$ cat config.mk
export PLATFORM = sky130hd
export DESIGN_NAME = display_scheduler_flat
export DESIGN_NICKNAME = d
export VERILOG_FILES = /design/src/rtl/display_scheduler_if.sv /design/src/rtl/display_scheduler.sv /design/src/flat_wrapper.sv
export SDC_FILE = /design/constraint.sdc
export NUM_CORES = 1
export LEC_CHECK = 0
export CAP_MARGIN = 20
export CORE_MARGIN = 8
export CORE_UTILIZATION = 35
export CTS_CLUSTER_DIAMETER = 40
export DETAILED_ROUTE_END_ITERATION = 12
export GPL_ROUTABILITY_DRIVEN = 0
export PLACE_DENSITY = 0.57
export SETUP_SLACK_MARGIN = 0.4
export SLEW_MARGIN = 20
export SYNTH_ARGS = -nofsm -noshare
export SYNTH_HDL_FRONTEND = slang
export SYNTH_SLANG_ARGS = --single-unit
$ cat constraint.sdc
create_clock -name i_clk -period 2.7 [get_ports i_clk]
set_clock_uncertainty 0.05 [all_clocks]
set_input_delay 0.27 -clock i_clk [delete_from_list [all_inputs] [get_ports i_clk]]
set_output_delay 0.27 -clock i_clk [all_outputs]
set_load 0.01 [all_outputs]
$ cat src/rtl/display_scheduler_if.sv
// Handshake bundle between display_scheduler (master) and the MAX7219 output path (slave).
// The master starts one transaction per strobe; the slave reports busy and a one-cycle ack.
interface display_scheduler_if;
   logic       display_stb;
   logic       write_config;
   logic       write_intensity;
   logic [3:0] intensity;
   logic       timeout;
   logic       display_busy;
   logic       display_ack;

   modport master (
      output display_stb,
      output write_config,
      output write_intensity,
      output intensity,
      output timeout,
      input  display_busy,
      input  display_ack
   );

   modport slave (
      input  display_stb,
      input  write_config,
      input  write_intensity,
      input  intensity,
      input  timeout,
      output display_busy,
      output display_ack
   );
endinterface

$ cat src/rtl/display_scheduler.sv
// Arbitrates config, intensity and time-refresh requests onto the display output path,
// keeping at most one strobe/ack transaction outstanding, with an ack timeout.
module display_scheduler #(
   parameter int unsigned REFRESH_SECONDS = 60,
   parameter int unsigned TIMEOUT_CYCLES  = 4096
) (
   input  logic                i_clk,
   input  logic                i_reset_n,
   input  logic                i_1hz_stb,
   input  logic                i_clk_set_stb,
   input  logic                i_clk_set,
   input  logic [3:0]          i_intensity,
   display_scheduler_if.master disp
);

   localparam int TW     = $clog2(TIMEOUT_CYCLES + 1);
   localparam int RW_RAW = $clog2(REFRESH_SECONDS + 1);
   localparam int RW     = (RW_RAW < 1) ? 1 : RW_RAW;

   localparam bit            REF_EN   = (REFRESH_SECONDS != 0);
   localparam logic [TW-1:0] TMO_LAST = TW'(TIMEOUT_CYCLES - 1);
   localparam logic [RW-1:0] REF_LAST = RW'(REFRESH_SECONDS - 1);

   typedef enum logic {
      ST_IDLE,
      ST_WAIT_ACK
   } state_e;

   state_e        state_q, state_d;
   logic          cfg_pend_q, cfg_pend_d;
   logic          time_pend_q, time_pend_d;
   logic [3:0]    last_int_q, last_int_d;
   logic [RW-1:0] refresh_cnt_q, refresh_cnt_d;
   logic [TW-1:0] tmo_cnt_q, tmo_cnt_d;

   logic          display_stb_q, display_stb_d;
   logic          write_config_q, write_config_d;
   logic          write_intensity_q, write_intensity_d;
   logic [3:0]    intensity_q, intensity_d;
   logic          timeout_q, timeout_d;

   logic int_req;
   logic cfg_set, time_set;
   logic cfg_clr, time_clr;
   logic cfg_retry, time_retry;

   assign int_req  = (i_intensity != last_int_q);
   assign time_set = i_1hz_stb | (i_clk_set_stb & i_clk_set);

   // NOTE: every signal written here gets a default first, so no path can leave
   // a value unassigned and infer a latch.
   always_comb begin
      state_d           = state_q;
      last_int_d        = last_int_q;
      refresh_cnt_d     = refresh_cnt_q;
      tmo_cnt_d         = tmo_cnt_q;
      display_stb_d     = 1'b0;
      timeout_d         = 1'b0;
      write_config_d    = write_config_q;
      write_intensity_d = write_intensity_q;
      intensity_d       = intensity_q;
      cfg_set           = 1'b0;
      cfg_clr           = 1'b0;
      time_clr          = 1'b0;
      cfg_retry         = 1'b0;
      time_retry        = 1'b0;

      if (REF_EN && i_1hz_stb) begin
         if (refresh_cnt_q == REF_LAST) begin
            refresh_cnt_d = '0;
            cfg_set       = 1'b1;
         end else begin
            refresh_cnt_d = refresh_cnt_q + 1'b1;
         end
      end

      case (state_q)
         ST_IDLE: begin
            if ((cfg_pend_q || int_req || time_pend_q) && !disp.display_busy) begin
               display_stb_d = 1'b1;
               intensity_d   = i_intensity;
               tmo_cnt_d     = '0;
               state_d       = ST_WAIT_ACK;
               if (cfg_pend_q) begin
                  write_config_d    = 1'b1;
                  write_intensity_d = 1'b0;
                  cfg_clr           = 1'b1;
               end else if (int_req) begin
                  write_config_d    = 1'b0;
                  write_intensity_d = 1'b1;
               end else begin
                  write_config_d    = 1'b0;
                  write_intensity_d = 1'b0;
                  time_clr          = 1'b1;
               end
            end
         end

         ST_WAIT_ACK: begin
            tmo_cnt_d = tmo_cnt_q + 1'b1;
            // An ack coinciding with our own strobe cannot belong to this transaction.
            if (disp.display_ack && !display_stb_q) begin
               if (write_config_q || write_intensity_q) begin
                  last_int_d = intensity_q;
               end
               write_config_d    = 1'b0;
               write_intensity_d = 1'b0;
               state_d           = ST_IDLE;
            end else if (tmo_cnt_q == TMO_LAST) begin
               timeout_d         = 1'b1;
               cfg_retry         = write_config_q;
               time_retry        = !write_config_q && !write_intensity_q;
               write_config_d    = 1'b0;
               write_intensity_d = 1'b0;
               state_d           = ST_IDLE;
            end
         end

         default: state_d = ST_IDLE;
      endcase

      // A set arriving in the same cycle as the grant-clear wins.
      cfg_pend_d  = (cfg_pend_q & ~cfg_clr) | cfg_set | cfg_retry;
      time_pend_d = (time_pend_q & ~time_clr) | time_set | time_retry;
   end

   // NOTE: sequential state uses non-blocking assignments so every flop samples
   // the pre-edge values regardless of statement order.
   always_ff @(posedge i_clk or negedge i_reset_n) begin
      if (!i_reset_n) begin
         state_q           <= ST_IDLE;
         cfg_pend_q        <= 1'b1;
         time_pend_q       <= 1'b0;
         last_int_q        <= 4'h0;
         refresh_cnt_q     <= '0;
         tmo_cnt_q         <= '0;
         display_stb_q     <= 1'b0;
         write_config_q    <= 1'b0;
         write_intensity_q <= 1'b0;
         intensity_q       <= 4'h0;
         timeout_q         <= 1'b0;
      end else begin
         state_q           <= state_d;
         cfg_pend_q        <= cfg_pend_d;
         time_pend_q       <= time_pend_d;
         last_int_q        <= last_int_d;
         refresh_cnt_q     <= refresh_cnt_d;
         tmo_cnt_q         <= tmo_cnt_d;
         display_stb_q     <= display_stb_d;
         write_config_q    <= write_config_d;
         write_intensity_q <= write_intensity_d;
         intensity_q       <= intensity_d;
         timeout_q         <= timeout_d;
      end
   end

   assign disp.display_stb     = display_stb_q;
   assign disp.write_config    = write_config_q;
   assign disp.write_intensity = write_intensity_q;
   assign disp.intensity       = intensity_q;
   assign disp.timeout         = timeout_q;

endmodule

$ cat src/flat_wrapper.sv
// flat-port wrapper written by rule: the top's interface ports become plain ports
module display_scheduler_flat 
#(
   parameter int unsigned REFRESH_SECONDS = 60,
   parameter int unsigned TIMEOUT_CYCLES  = 4096
)
  (i_clk, i_reset_n, i_1hz_stb, i_clk_set_stb, i_clk_set, i_intensity, disp_display_stb, disp_write_config, disp_write_intensity, disp_intensity, disp_timeout, disp_display_busy, disp_display_ack);
  display_scheduler_if disp_i ();
  input  logic i_clk;
  input  logic i_reset_n;
  input  logic i_1hz_stb;
  input  logic i_clk_set_stb;
  input  logic i_clk_set;
  input  logic [3:0] i_intensity;
  output wire logic [$bits(disp_i.display_stb)-1:0] disp_display_stb;
  output wire logic [$bits(disp_i.write_config)-1:0] disp_write_config;
  output wire logic [$bits(disp_i.write_intensity)-1:0] disp_write_intensity;
  output wire logic [$bits(disp_i.intensity)-1:0] disp_intensity;
  output wire logic [$bits(disp_i.timeout)-1:0] disp_timeout;
  input wire logic [$bits(disp_i.display_busy)-1:0] disp_display_busy;
  input wire logic [$bits(disp_i.display_ack)-1:0] disp_display_ack;
  assign disp_display_stb = disp_i.display_stb;
  assign disp_write_config = disp_i.write_config;
  assign disp_write_intensity = disp_i.write_intensity;
  assign disp_intensity = disp_i.intensity;
  assign disp_timeout = disp_i.timeout;
  assign disp_i.display_busy = disp_display_busy;
  assign disp_i.display_ack = disp_display_ack;
  display_scheduler #(.REFRESH_SECONDS(REFRESH_SECONDS), .TIMEOUT_CYCLES(TIMEOUT_CYCLES)) u_core (.i_clk(i_clk), .i_reset_n(i_reset_n), .i_1hz_stb(i_1hz_stb), .i_clk_set_stb(i_clk_set_stb), .i_clk_set(i_clk_set), .i_intensity(i_intensity), .disp(disp_i));
endmodule
==> flow_summary_export.csv <==
group,metric,value,unit
status,outcome,"finished, final reports clean",
clock_network,tritoncts,"done",
grt,grt_pass1_vias,1299,
worst_setup_path,r2r_start,"u_core.state_q$_DFF_PN0_",
logic_synthesis,yosysWarnings,0,
clock_network,holdBufCountCts,0,
sta,period_minus_slack,2.06,ns
sta,rsz0062_at_grt,"no",
floorplan,core_region_area,4630,um^2
worst_setup_path,start_kind,"primary input",
floorplan,initial_core_util,35.7,%
sta,max_slew_margin,35.6,%
logic_synthesis,seq_area_frac_synth,51.5,%
sta,fin_setup_tns,0,ns
logic_synthesis,yosys-top-cells-count,"dfrtp_1 (33), nand2_1 (16), o21ai_0 (10), nor2_1 (8)",
grt,busiest_layer,"met2",
finish,synthToLayoutAreaGrowth,18.8,%
finish,diodes,0,
job,cap_violations,0,
clock_network,clk_latency,0.28,ns
finish,nFillCells,436,
hold_path,holdCritPathClass,"in2async",
worst_setup_path,critPathArrivalTime,2.17,ns
sta,fmax,486,MHz
grt,gr-usage-met2,16.8,%
clock_network,cts_resized,0,
floorplan,dieHeight,84.7,um
logic_synthesis,synth_edf_count,0,
logic_synthesis,netlist_area,1650,um^2
finish,seq_area,852,um^2
sta,fin_crit_sh,76.1,%
detailed_routing,drc,0,
sta,finalSetupViolCount,0,
finish,fin_nets,181,
detailed_routing,drt_iter0_markers,75,
sta,worst_slew_pin_slew,0.967,ns
worst_setup_path,r2r_setup_slack,0.66,ns
logic_synthesis,synthFlopType,"dfrtp_1",
clock_network,post_cts_buffers,0,
grt,gr-usage-met3,3.51,%
floorplan,io-pin-count,19,
sta,drv_slew,0,
logic_synthesis,synth_top_area_share,49.9,%
grt,grt.total_usage,10.1,%
sta,layout_setup_ws,0.644,ns
detailed_routing,routed_wirelength,3310,um
clock_network,cts_buffers,5,
worst_setup_path,worstPathMaxFanout,17,
grt,overflow,0,
worst_setup_path,r2r_cells,3,
worst_setup_path,crit_type,"in2reg",
grt,grt_pass1_wl,5930,um
grt,grt_use_met1,11.4,%
placement,portBuffers,18,
worst_setup_path,worst_ep_required_time,2.81,ns
logic_synthesis,ys_seq_elements,34,
pwr,ir_drop,0.512,mV
clock_network,htree_levels,2,
logic_synthesis,synth.avg_cell_area,11.3,um^2
worst_setup_path,reg2reg_to,"u_core.disp.intensity[2]$_DFFE_PN0P_",
grt,grt_max_degree,35,
logic_synthesis,synthCells,146,
placement,post-dp-hpwl,2440,um
worst_setup_path,cp-endpoint,"u_core.disp.intensity[2]$_DFFE_PN0P_",
grt,antenna_found_initial,0,
floorplan,die_w,84.7,um
pwr,p_leak,0.822,nW
detailed_routing,wire_per_inst,14.8,um
finish,multi_input_area,744,um^2
placement,pre_cts_slack,0.335,ns
logic_synthesis,synth_area_leader_cell,"dfrtp_1",
pwr,powerDensity,810,nW/um^2
detailed_routing,route.vias.total,1194,
finish,drive_gt1_share,18.3,%
detailed_routing,antenna_left,0,
logic_synthesis,yosysUniqueCellTypes,39,
logic_synthesis,yosys-top-cells-area,"dfrtp_1 (50%), mux2_4 (3.6%), nand2_1 (3.6%)",
clock_network,clock_sinks,34,
floorplan,die_area,7180,um^2
clock_network,cts_max_path_buffers,2,
clock_network,clk_pin_slew_worst_paths,0.07,ns
worst_setup_path,startpoint,"i_intensity[3]",
logic_synthesis,synth.most_common_cell,"dfrtp_1",
detailed_routing,drtPass1Iterations,6,
detailed_routing,avgViaCountPerCell,5.35,
logic_synthesis,syn_nets,159,
logic_synthesis,async_flop_share,100,%
floorplan,rows,25,
worst_setup_path,critPathCaptureType,"register",
clock_network,cts-root-buf,"clkbuf_8",
sta,timing_hold_violations_final,0,
-- per-stage QoR --
step           power [mW]  util, %  instances  hold slack, ns  cell area [um^2]
2_1_floorplan        1.06        -        146         -0.0756              1650
3_3_place_gp         1.19     40.5        215           0.428              1870
3_5_place_dp         1.22     40.5        215           0.445              1870
4_1_cts              1.61     42.5        223           0.362              1970
5_1_grt              1.70     42.5        223           0.394              1970
6_report             1.59     42.5        223           0.348              1970
-- cells in the final DEF (no fill, tap or decap), types with 3 or more instances in the layout --
master and count:
mux2_4 4, xor2_1 4, clkbuf_8 6, clkdlybuf4s50_1 18, o21ai_2 5, xnor2_1 5, o31ai_1 3, or3_1 4
nor2_1 8, o21ai_0 10, inv_1 6, nand2_1 16, mux2_2 5, o31a_1 3, dfrtp_1 33, nand4_1 6
-- worst max-delay path, stage by stage --
cell             delay [ns]
clkdlybuf4s50_1        0.44
xnor2_1                0.13
nand4_1                0.18
o31a_1                 0.79
mux2_4                 0.35
-- routing by layer --
layer / up-vias / part of all wire [%]
li1: 567 / -
met1: 598 / 44
met2: 22 / 49
met3: 7 / 4.7
met4: 0 / 1.5
met5: - / 0
-- final cells by class --
type / instances / share of cell area (%)
inverter: 6 / 1.15
tap: 54 / 3.44
multi-input combinational: 102 / 37.9
clock buffer: 7 / 4.39
clock inverter: 1 / 0.255
sequential: 34 / 43.3
timing repair buffer: 19 / 9.55
-- worst min path at each step --
stage / slack [ns] / from / end
6_report: 0.35 / i_reset_n / u_core.tmo_cnt_q[4]$_DFFE_PN0P_
4_1_cts: 0.36 / i_reset_n / u_core.tmo_cnt_q[6]$_DFFE_PN0P_
3_5_place_dp: 0.44 / u_core.refresh_cnt_q[4]$_DFFE_PN0P_ / u_core.refresh_cnt_q[4]$_DFFE_PN0P_
3_3_place_gp: 0.43 / u_core.refresh_cnt_q[4]$_DFFE_PN0P_ / u_core.refresh_cnt_q[4]$_DFFE_PN0P_
5_1_grt: 0.39 / i_reset_n / u_core.tmo_cnt_q[4]$_DFFE_PN0P_
2_1_floorplan: -0.08 / i_reset_n / u_core.disp.display_stb$_DFF_PN0_
-- power breakdown --
group / switching (mW) / internal [mW]
registers: 0.133 / 0.648
logic: 0.193 / 0.237
clock network: 0.176 / 0.206
total: 0.501 / 1.09
-- registers in the layout (all words and copies together) (netlist names) --
name / cells
u_core.disp.display_stb: 1
u_core.cfg_pend_q: 1
u_core.refresh_cnt_q: 6
u_core.disp.write_intensity: 1
u_core.last_int_q: 4
u_core.state_q: 1
u_core.disp.intensity: 4
u_core.tmo_cnt_q: 13
u_core.time_pend_q: 1
u_core.disp.write_config: 1
u_core.disp.timeout: 1
-- cells by family after synthesis --
group / count (synthesis) / synth area share (%)
buffers and inverters: 10 / 3.48
AO/OA/AOI/OAI: 32 / 14.6
adder cells (fa/ha/maj): 2 / 1.51
XOR/XNOR: 9 / 4.77
AND/OR/NAND/NOR: 50 / 17.1
flip-flops: 34 / 51.5
multiplexers: 9 / 7.03
No activity file was read; power rests on OpenSTA's default activity.
